File: src/rtl/fir_sample_feeder.sv
// Sample feeder for the direct-form FIR: buffers bursty valid/ready input and
// emits one strobed sample every RATE_DIV cycles. Optional: FEEDER_HOLD_LAST_EN.
module fir_sample_feeder #(
  parameter int DATA_W   = 32,
  parameter int DEPTH    = 16,
  parameter int RATE_DIV = 4,
  parameter int CNT_W    = 16
) (
  input  logic                     clk,
  input  logic                     reset_n,
  input  logic                     enable,
  input  logic                     flush,
  input  logic [DATA_W-1:0]        in_data,
  input  logic                     in_valid,
  output logic                     in_ready,
  output logic [DATA_W-1:0]        sample_x,
  output logic                     sample_strobe,
  output logic [$clog2(DEPTH):0]   fill_level,
  output logic [CNT_W-1:0]         underflow_cnt
);

  localparam int AW = $clog2(DEPTH);
  localparam int FW = AW + 1;
  localparam int DW = (RATE_DIV > 1) ? $clog2(RATE_DIV) : 1;

  localparam logic [FW-1:0]    FULL_LVL = FW'(DEPTH);
  localparam logic [FW-1:0]    HALF_LVL = FW'(DEPTH / 2);
  localparam logic [DW-1:0]    DIV_LAST = DW'(RATE_DIV - 1);
  localparam logic [CNT_W-1:0] CNT_MAX  = {CNT_W{1'b1}};

  typedef enum logic [1:0] {
    IDLE  = 2'd0,
    PRIME = 2'd1,
    RUN   = 2'd2
  } state_t;

  state_t            state, state_next;
  logic [DW-1:0]     divider, divider_next;
  logic [AW-1:0]     wr_ptr, rd_ptr;
  logic [DATA_W-1:0] mem [DEPTH];

  logic push, tick, pop, underflow, fifo_empty;

  assign in_ready   = reset_n && (fill_level != FULL_LVL) && !flush;
  assign push       = in_valid && in_ready;
  assign fifo_empty = (fill_level == '0);
  // A tick is suppressed by flush and by the cycle in which enable drops.
  assign tick       = (state == RUN) && enable && !flush && (divider == DIV_LAST);
  assign pop        = tick && !fifo_empty;
  assign underflow  = tick && fifo_empty;

  // NOTE: every variable gets a default before the case so no latch is inferred.
  always_comb begin
    state_next   = state;
    divider_next = '0;
    if (flush) begin
      state_next = enable ? PRIME : IDLE;
    end else begin
      unique case (state)
        IDLE:  if (enable) state_next = PRIME;
        PRIME: begin
          if (!enable)                      state_next = IDLE;
          else if (fill_level >= HALF_LVL)  state_next = RUN;
        end
        RUN: begin
          if (!enable) state_next = IDLE;
          else         divider_next = (divider == DIV_LAST) ? '0 : divider + DW'(1);
        end
        default: state_next = IDLE;
      endcase
    end
  end

  // NOTE: sequential state uses non-blocking assignment so all registers update together.
  always_ff @(posedge clk or negedge reset_n) begin
    if (!reset_n) begin
      state   <= IDLE;
      divider <= '0;
    end else begin
      state   <= state_next;
      divider <= divider_next;
    end
  end

  // NOTE: storage array carries no reset; pointers and fill_level define validity.
  always_ff @(posedge clk) begin
    if (push) mem[wr_ptr] <= in_data;
  end

  always_ff @(posedge clk or negedge reset_n) begin
    if (!reset_n) begin
      wr_ptr     <= '0;
      rd_ptr     <= '0;
      fill_level <= '0;
    end else if (flush) begin
      wr_ptr     <= '0;
      rd_ptr     <= '0;
      fill_level <= '0;
    end else begin
      if (push) wr_ptr <= wr_ptr + AW'(1);
      if (pop)  rd_ptr <= rd_ptr + AW'(1);
      unique case ({push, pop})
        2'b10:   fill_level <= fill_level + FW'(1);
        2'b01:   fill_level <= fill_level - FW'(1);
        default: fill_level <= fill_level;
      endcase
    end
  end

  always_ff @(posedge clk or negedge reset_n) begin
    if (!reset_n) begin
      sample_x      <= '0;
      sample_strobe <= 1'b0;
      underflow_cnt <= '0;
    end else begin
      sample_strobe <= 1'b0;
      if (flush) begin
        sample_x <= '0;
      end else if (pop) begin
        sample_x      <= mem[rd_ptr];
        sample_strobe <= 1'b1;
      end else if (underflow) begin
`ifdef FEEDER_HOLD_LAST_EN
        sample_x      <= sample_x;
`else
        sample_x      <= '0;
`endif
        sample_strobe <= 1'b1;
        if (underflow_cnt != CNT_MAX) underflow_cnt <= underflow_cnt + CNT_W'(1);
      end
    end
  end

endmodule

File: config.mk
export PLATFORM = sky130hd
export DESIGN_NAME = fir_sample_feeder
export DESIGN_NICKNAME = d
export VERILOG_FILES = /design/src/rtl/fir_sample_feeder.sv
export SDC_FILE = /design/constraint.sdc
export NUM_CORES = 1
export LEC_CHECK = 0
export CORE_MARGIN = 2
export CORE_UTILIZATION = 25
export CTS_BUF_LIST = sky130_fd_sc_hd__clkbuf_8
export DETAILED_ROUTE_END_ITERATION = 10
export HOLD_SLACK_MARGIN = 0.15
export PLACE_DENSITY = 0.47
export SLEW_MARGIN = 15
export SYNTH_ARGS = -nofsm -noshare
export SYNTH_HDL_FRONTEND = slang
export SYNTH_SLANG_ARGS = --single-unit
File: constraint.sdc
create_clock -name clk -period 7.09 [get_ports clk]
set_input_delay 2.127 -clock clk [delete_from_list [all_inputs] [get_ports clk]]
set_output_delay 2.127 -clock clk [all_outputs]
set_load 0.05 [all_outputs]
==> results by group <==
Global route
  • Vias in the first global route: 12,100
  • Initial antenna violation count: 1
  • Gr usage total: 11.7%
  • First-pass GRT wire length: 81,000 um
  • Largest net degree at the start of global routing: 66
  • Grt ovf: 0

Power and ir drop
  • Switching share of total power: 21.6%
  • Combinational share of power: 2.4%
  • Peak supply drop: 0.113 mV
  • Clock power frac: 42.1%
  • Seq pwr share: 55.5%
  • Psw: 0.00145 W
  • P per Cell Area: 252 nW/um2
  • Pint: 0.00528 W
  • Leak Pwr: 8.47 nW
  • Total power: 0.00673 W

Synth
  • Most common cell in the synthesized netlist: edfxtp_1
  • Cell accounting for the most synthesized area: edfxtp_1
  • Asr flop ratio synth: 11.4%
  • Synth Flop Type: edfxtp_1
  • Sequential-to-total area share from yosys stat: 75.2%
  • Ys Warns: 0
  • Syn Nets: 1,144
  • Post-synth cell types: 51
  • Synthesized area: 22,600 um2
  • Post-Syn Instances: 1,098
  • Synth area leaders: edfxtp_1 (68%), mux4_2 (13%), dfrtp_1 (7.3%)
  • Share of the synthesized area in the top cell type: 67.9%
  • Synthesized area per cell: 20.6 um2
  • Commonest cells post-synth: edfxtp_1 (512), mux4_2 (128), dfrtp_1 (66), a21oi_1 (39)
  • Post-synth EDFFs: 512
  • Yosys reg bits: 578

Die
  • Io pins: 92
  • Die W: 305 um
  • Core Rows: 110
  • Initial core utilization: 25.2%
  • Core Region: 89,900 um2
  • Die H: 305 um
  • DIE AREA: 92,900 um2

Place
  • Gpl congestion: 0.728
  • HPWL after detailed placement: 30,500 um
  • Buffers on Ports: 91
  • Cell area after placement: 24,800 um2

Finish
  • Area delta synth->final: 17.9%
  • Fill cells: 8,835
  • Final net count: 1,290
  • Layout Utilization: 29.7%
  • Final instance area: 26,700 um2
  • Share of cells above drive strength 1: 22.3%

Drt
  • DRC Markers: 0
  • Via count: 11,000
  • 1st-pass router iterations: 5
  • 1st-iter DRT viols: 749
  • Vias per cell: 4.41
  • WL final: 54,100 um
  • Avg WL per Cell: 21.7 um
  • Antenna Nets Post-Route: 0

Flow run
  • Maxcap violations: 0

STA
  • Worst Clk Skew: 28.7 ps
  • Fin crit share: 81.3%
  • Post-Route Setup TNS: 0 ps
  • Worst hold slack: 445 ps
  • Final hold vios: 0
  • # setup viols final: 0
  • Unrepaired setup endpoints after global routing: no
  • Max Freq: 0.173 GHz
  • Final min period: 5760 ps
  • Slew @ Worst Pin: 1110 ps
  • Max Slew Vio Count: 0
  • Max-slew headroom: 26.1%

Clock tree
  • H-Tree Depth: 3
  • Root buf cell: clkbuf_8
  • CTS sink count: 578
  • TritonCTS clock tree: built
  • Cts repair resizes: 0
  • Reg clk slew, reported paths: 60 ps
  • Worst-Skew Late Latency: 680 ps
  • TritonCTS Buffers: 100
  • Max Root-Sink Buffers: 3
  • Hold Buf Count CTS: 0
  • Post-CTS Setup Repair Bufs: 0

Run status
  • Outcome: finished clean

Critical path
  • Crit start category: primary input
  • Crit path DAT: 3640 ps
  • Worst setup path category: primary input to primary output
  • Worst Path Required: 4960 ps
  • CP Max Fanout: 2
  • CP endpoint kind: primary output

Hold path
  • Worst hold path type: flop to flop
stage by stage:
| stage | cells | worst slack (ps) |
|---|---|---|
| 3_3_place_gp | 2318 | 1240 |
| 4_1_cts | 2498 | 1280 |
| 3_5_place_dp | 2318 | 1280 |
| 6_report | 2499 | 1330 |
| 5_1_grt | 2499 | 1200 |
| 2_1_floorplan | 1098 | 1760 |
cells by family (layout without fill, tap and decap cells):
family / after synthesis / in the layout / share of synthesized area, %
mux: 167 / 167 / 14.5
simple gates: 130 / 130 / 3.47
flops: 578 / 578 / 75.2
xor+xnor: 20 / 20 / 0.774
compound gates: 123 / 123 / 3.80
fa+ha+maj: 9 / 9 / 0.498
other cells: 0 / 1 / 0
buf+inv: 71 / 295 / 1.73
worst paths after layout:
path | start | slack (ps) | end | cells after the start
min in group asynchronous | reset_n | 1420 | divider[0] | 1
min reg2reg | divider[0] | 450 | divider[0] | 1
max | flush | 1330 | in_ready | 4
min | divider[0] | 450 | divider[0] | 1
max in group asynchronous | reset_n | 4680 | sample_x[15] | 2
max reg2reg | rd_ptr[0] | 3680 | sample_x[9] | 6
power groups by stage:
stage	sequential [W]	clock [W]	combinational, W
floorplan	0.00381	0	0.0000558
global placement	0.00380	0	0.000160
detailed placement	0.00380	0	0.000163
CTS	0.00373	0.00294	0.000164
global route	0.00373	0.00308	0.000176
finish	0.00373	0.00284	0.000158
routing by layer:
metal	part of all wire [%]	vias up	wire, um	track usage (%)
li1	-	4836	-	-
met1	45	5857	24600	15.8
met2	48	232	26200	19.0
met3	3.6	104	1940	2.27
met4	2.6	0	1400	4.06
met5	0	-	0	0
flip-flops by register name, indices dropped and copies added (netlist names):
name / cells
mem: 512
sample_x: 32
underflow_cnt: 16
fill_level: 5
rd_ptr: 4
wr_ptr: 4
divider: 2
state: 2
sample_strobe: 1
layout by cell type (no fill, tap or decap), drive strengths merged, types with 2 or more instances in the layout:
cell	Yosys	final
nor2	22	22
nor2b	35	35
nand3	7	7
nand3b	4	4
mux2i	35	35
inv	7	49
nand2b	3	3
edfxtp	512	512
nand4	7	7
dfrtp	66	66
clkdlybuf4s50	0	90
nor3	4	4
clkinvlp	0	2
bufinv	0	3
buf	42	18
a211o	2	2
mux2	4	4
o2111ai	2	2
mux4	128	128
ha	9	9
a22o	32	32
o21ai	3	3
a211oi	33	33
clkbuf	22	108
and2	14	14
xor2	9	9
and4	8	8
a21oi	39	39
nor3b	2	2
and3b	3	3
clkinv	0	25
and3	3	3
xnor2	11	11
o21a	2	2
a31oi	4	4
nand2	11	11
critical path: stages:
cell and delay [ps]:
clkdlybuf4s50_1 420, nand2b_1 150, a21oi_1 120, clkdlybuf4s50_1 820
area by class of cell:
type                    instances  area, um2  area share, %
repair buffers                108       1040           3.88
flip-flops and latches        578      17000           63.8
clock buffers                 108       1490           5.57
clock inverters                72        375           1.41
well taps                    1176       1470           5.51
inverters                       7       26.3         0.0985
multi-input cells             449       5250           19.7
diodes                          1       2.50        0.00938
(Power assumes the default switching activity.)
==> variant: new RTL, config.mk and constraints unchanged <==
Build with the macro `FEEDER_HOLD_LAST_EN` defined.
--- a/src/rtl/fir_sample_feeder.sv
+++ b/src/rtl/fir_sample_feeder.sv
@@ -1,5 +1,7 @@
 // Sample feeder for the direct-form FIR: buffers bursty valid/ready input and
 // emits one strobed sample every RATE_DIV cycles. Optional: FEEDER_HOLD_LAST_EN.
+`define FEEDER_HOLD_LAST_EN
+
 module fir_sample_feeder #(
   parameter int DATA_W   = 32,
   parameter int DEPTH    = 16,
Function: no difference found for any inputs over 4 cycles, from zero or initial values and one cycle with reset_n low; that may be too few to reach the edited logic, so the function may still have changed.
==> variant against the unedited design <==
  * Maximum frequency rose by 0.15%
  * Total power fell by 1.1%
  * Cell area fell by 0.12%
  * Area after synthesis fell by 0.45%
  * Setup slack improved by 0.0089 ns
  * Die area fell by 0.45%
  * Routed wire length fell by 1.9%
  * Sequential cell count did not move
==> variant: results (changes against the unedited design) <==
.. list-table::
   :header-rows: 1

   * - Metric
     - Value
   * - Run status
     - completed
   * - Number of antenna violations at the first check in global routing
     - 2 (+1)
   * - FF-to-FF path depth
     - 9 (+3)
   * - Net total in the final layout
     - 1248 (-3.3%)
   * - Post-Syn Area per Cell
     - 21.4 µm² (+3.7%)
   * - Clk_skew
     - 0.0419 ns (+0.0133 ns)
   * - Crit-path slowest cell
     - sky130_fd_sc_hd__clkdlybuf4s50_1
   * - Number of port buffers
     - 91 (unchanged)
   * - Maximum root-to-sink buffer count
     - 3 (unchanged)
   * - Mapped Nets
     - 1100 (-3.8%)
   * - Cells resized by post-CTS repair
     - 0 (unchanged)
   * - P_leak
     - 8.38 nW (-1.0%)
   * - All-Layer GR Usage
     - 11.6% (-0.092 points)
   * - Global-route wire length before repair
     - 79600 µm (-1.7%)
   * - Number of standard cells in the final layout excluding fillers
     - 2459 (-1.6%)
   * - HPWL Detailed
     - 27900 µm (-8.6%)
   * - Post-Place Cells
     - 2279 (-1.7%)
   * - Via count normalized by instance count
     - 4.40 (-0.28%)
   * - Number of buffers added for setup after CTS
     - 0 (unchanged)
   * - CTS Buf Count
     - 97 (-3.0%)
   * - Reg-to-reg slack, setup
     - 4.19 ns (+0.51 ns)
   * - RD Place Congestion
     - 0.719 (-1.3%)
   * - Slew Limit Headroom
     - 29.1% (+3.0 points)
   * - Share of synthesized area occupied by flip-flops and latches
     - 75.6% (+0.34 points)
   * - Top area cells in the synthesized netlist
     - sky130_fd_sc_hd__edfxtp_1 (68%), sky130_fd_sc_hd__mux4_2 (16%), sky130_fd_sc_hd__dfrtp_1 (7.3%)
   * - Number of filler cells placed in the layout
     - 8679 (-1.8%)
   * - Pin count of the biggest net entering global routing
     - 88 (+33%)
   * - Count of yosys warnings during synthesis
     - 0 (unchanged)
   * - IR Drop Worst-Case VDD
     - 0.120 mV (+5.7%)
   * - Largest registers
     - mem x512, sample_x x32, underflow_cnt x16
   * - Routed WL
     - 53100 µm (-1.9%)
   * - Worst Hold Margin
     - 0.435 ns (-0.0103 ns)
   * - Count of unique library cells instantiated by Yosys
     - 55 (+7.8%)
   * - Starting DRC count in detailed routing
     - 819 (+9.3%)
   * - Via count of the first global-routing pass
     - 11900 (-2.0%)
   * - Maximum fanout count along the critical path
     - 30 (+28)
   * - Share of layout cells above drive strength 1
     - 25.8% (+3.5 points)
   * - Top cells by instance count after synthesis
     - sky130_fd_sc_hd__edfxtp_1 (512), sky130_fd_sc_hd__mux4_2 (160), sky130_fd_sc_hd__dfrtp_1 (66)
-- variant: changes by cell type in the layout (fill, tap and decap cells not counted), moves of 33 or more --
cell,before,now
sky130_fd_sc_hd__nor2b_1,35,1
sky130_fd_sc_hd__a21oi_1,39,6
sky130_fd_sc_hd__o21ai_1,0,35
sky130_fd_sc_hd__mux2i_1,35,0
sky130_fd_sc_hd__nand2_1,11,50
-- variant: cells by family after synthesis --
| kind of cell | Yosys count | synth area share [%] |
|---|---|---|
| flip-flops | 578 | 75.6 |
| AND/OR/NAND/NOR | 156 | 3.94 |
| AO/OA/AOI/OAI | 65 | 1.73 |
| adder cells (fa/ha/maj) | 9 | 0.500 |
| buffers and inverters | 62 | 1.28 |
| XOR/XNOR | 21 | 0.817 |
| multiplexers | 163 | 16.1 |
-- variant: power breakdown --
part,switching (mW),internal (mW),total (mW)
Sequential,0.00300,3.72,3.72
Combinational,0.0754,0.0349,0.110
Clock,1.36,1.46,2.82
Total,1.44,5.21,6.65
-- variant: layer usage --
metal / global-route usage [%] / part of all wire (%) / vias up
met4: 3.26 / 1.7 / 2
met5: 0 / 0.026 / -
met3: 2.69 / 4.2 / 82
li1: - / - / 4652
met1: 16.1 / 47 / 5834
met2: 18.3 / 47 / 252
-- variant: layout make-up --
cell class,instances,area share (%)
repair buffers,103,3.82
multi-input cells,414,19.7
clock buffers,110,5.68
clock inverters,69,1.25
diodes,1,0.00939
inverters,8,0.113
flip-flops and latches,578,63.9
well taps,1176,5.52
-- variant: final timing paths --
check,from,endpoint
max,reset_n,in_ready
min,divider[0]$_DFF_PN0_,divider[0]$_DFF_PN0_
max reg2reg,fill_level[0]$_DFFE_PN0P_,fill_level[4]$_DFFE_PN0P_
min reg2reg,divider[0]$_DFF_PN0_,divider[0]$_DFF_PN0_
max in group asynchronous,reset_n,rd_ptr[0]$_DFFE_PN0N_
min in group asynchronous,reset_n,sample_x[7]$_DFFE_PN0N_
-- variant: through the flow --
| stage | instance area (µm²) | setup WS (ns) |
|---|---|---|
| final | 26700 | 1.33 |
| after CTS | 26700 | 1.29 |
| after global placement | 24800 | 1.25 |
| after detailed placement | 24800 | 1.29 |
| after floorplan | 22500 | 1.78 |
| after global routing | 26700 | 1.26 |
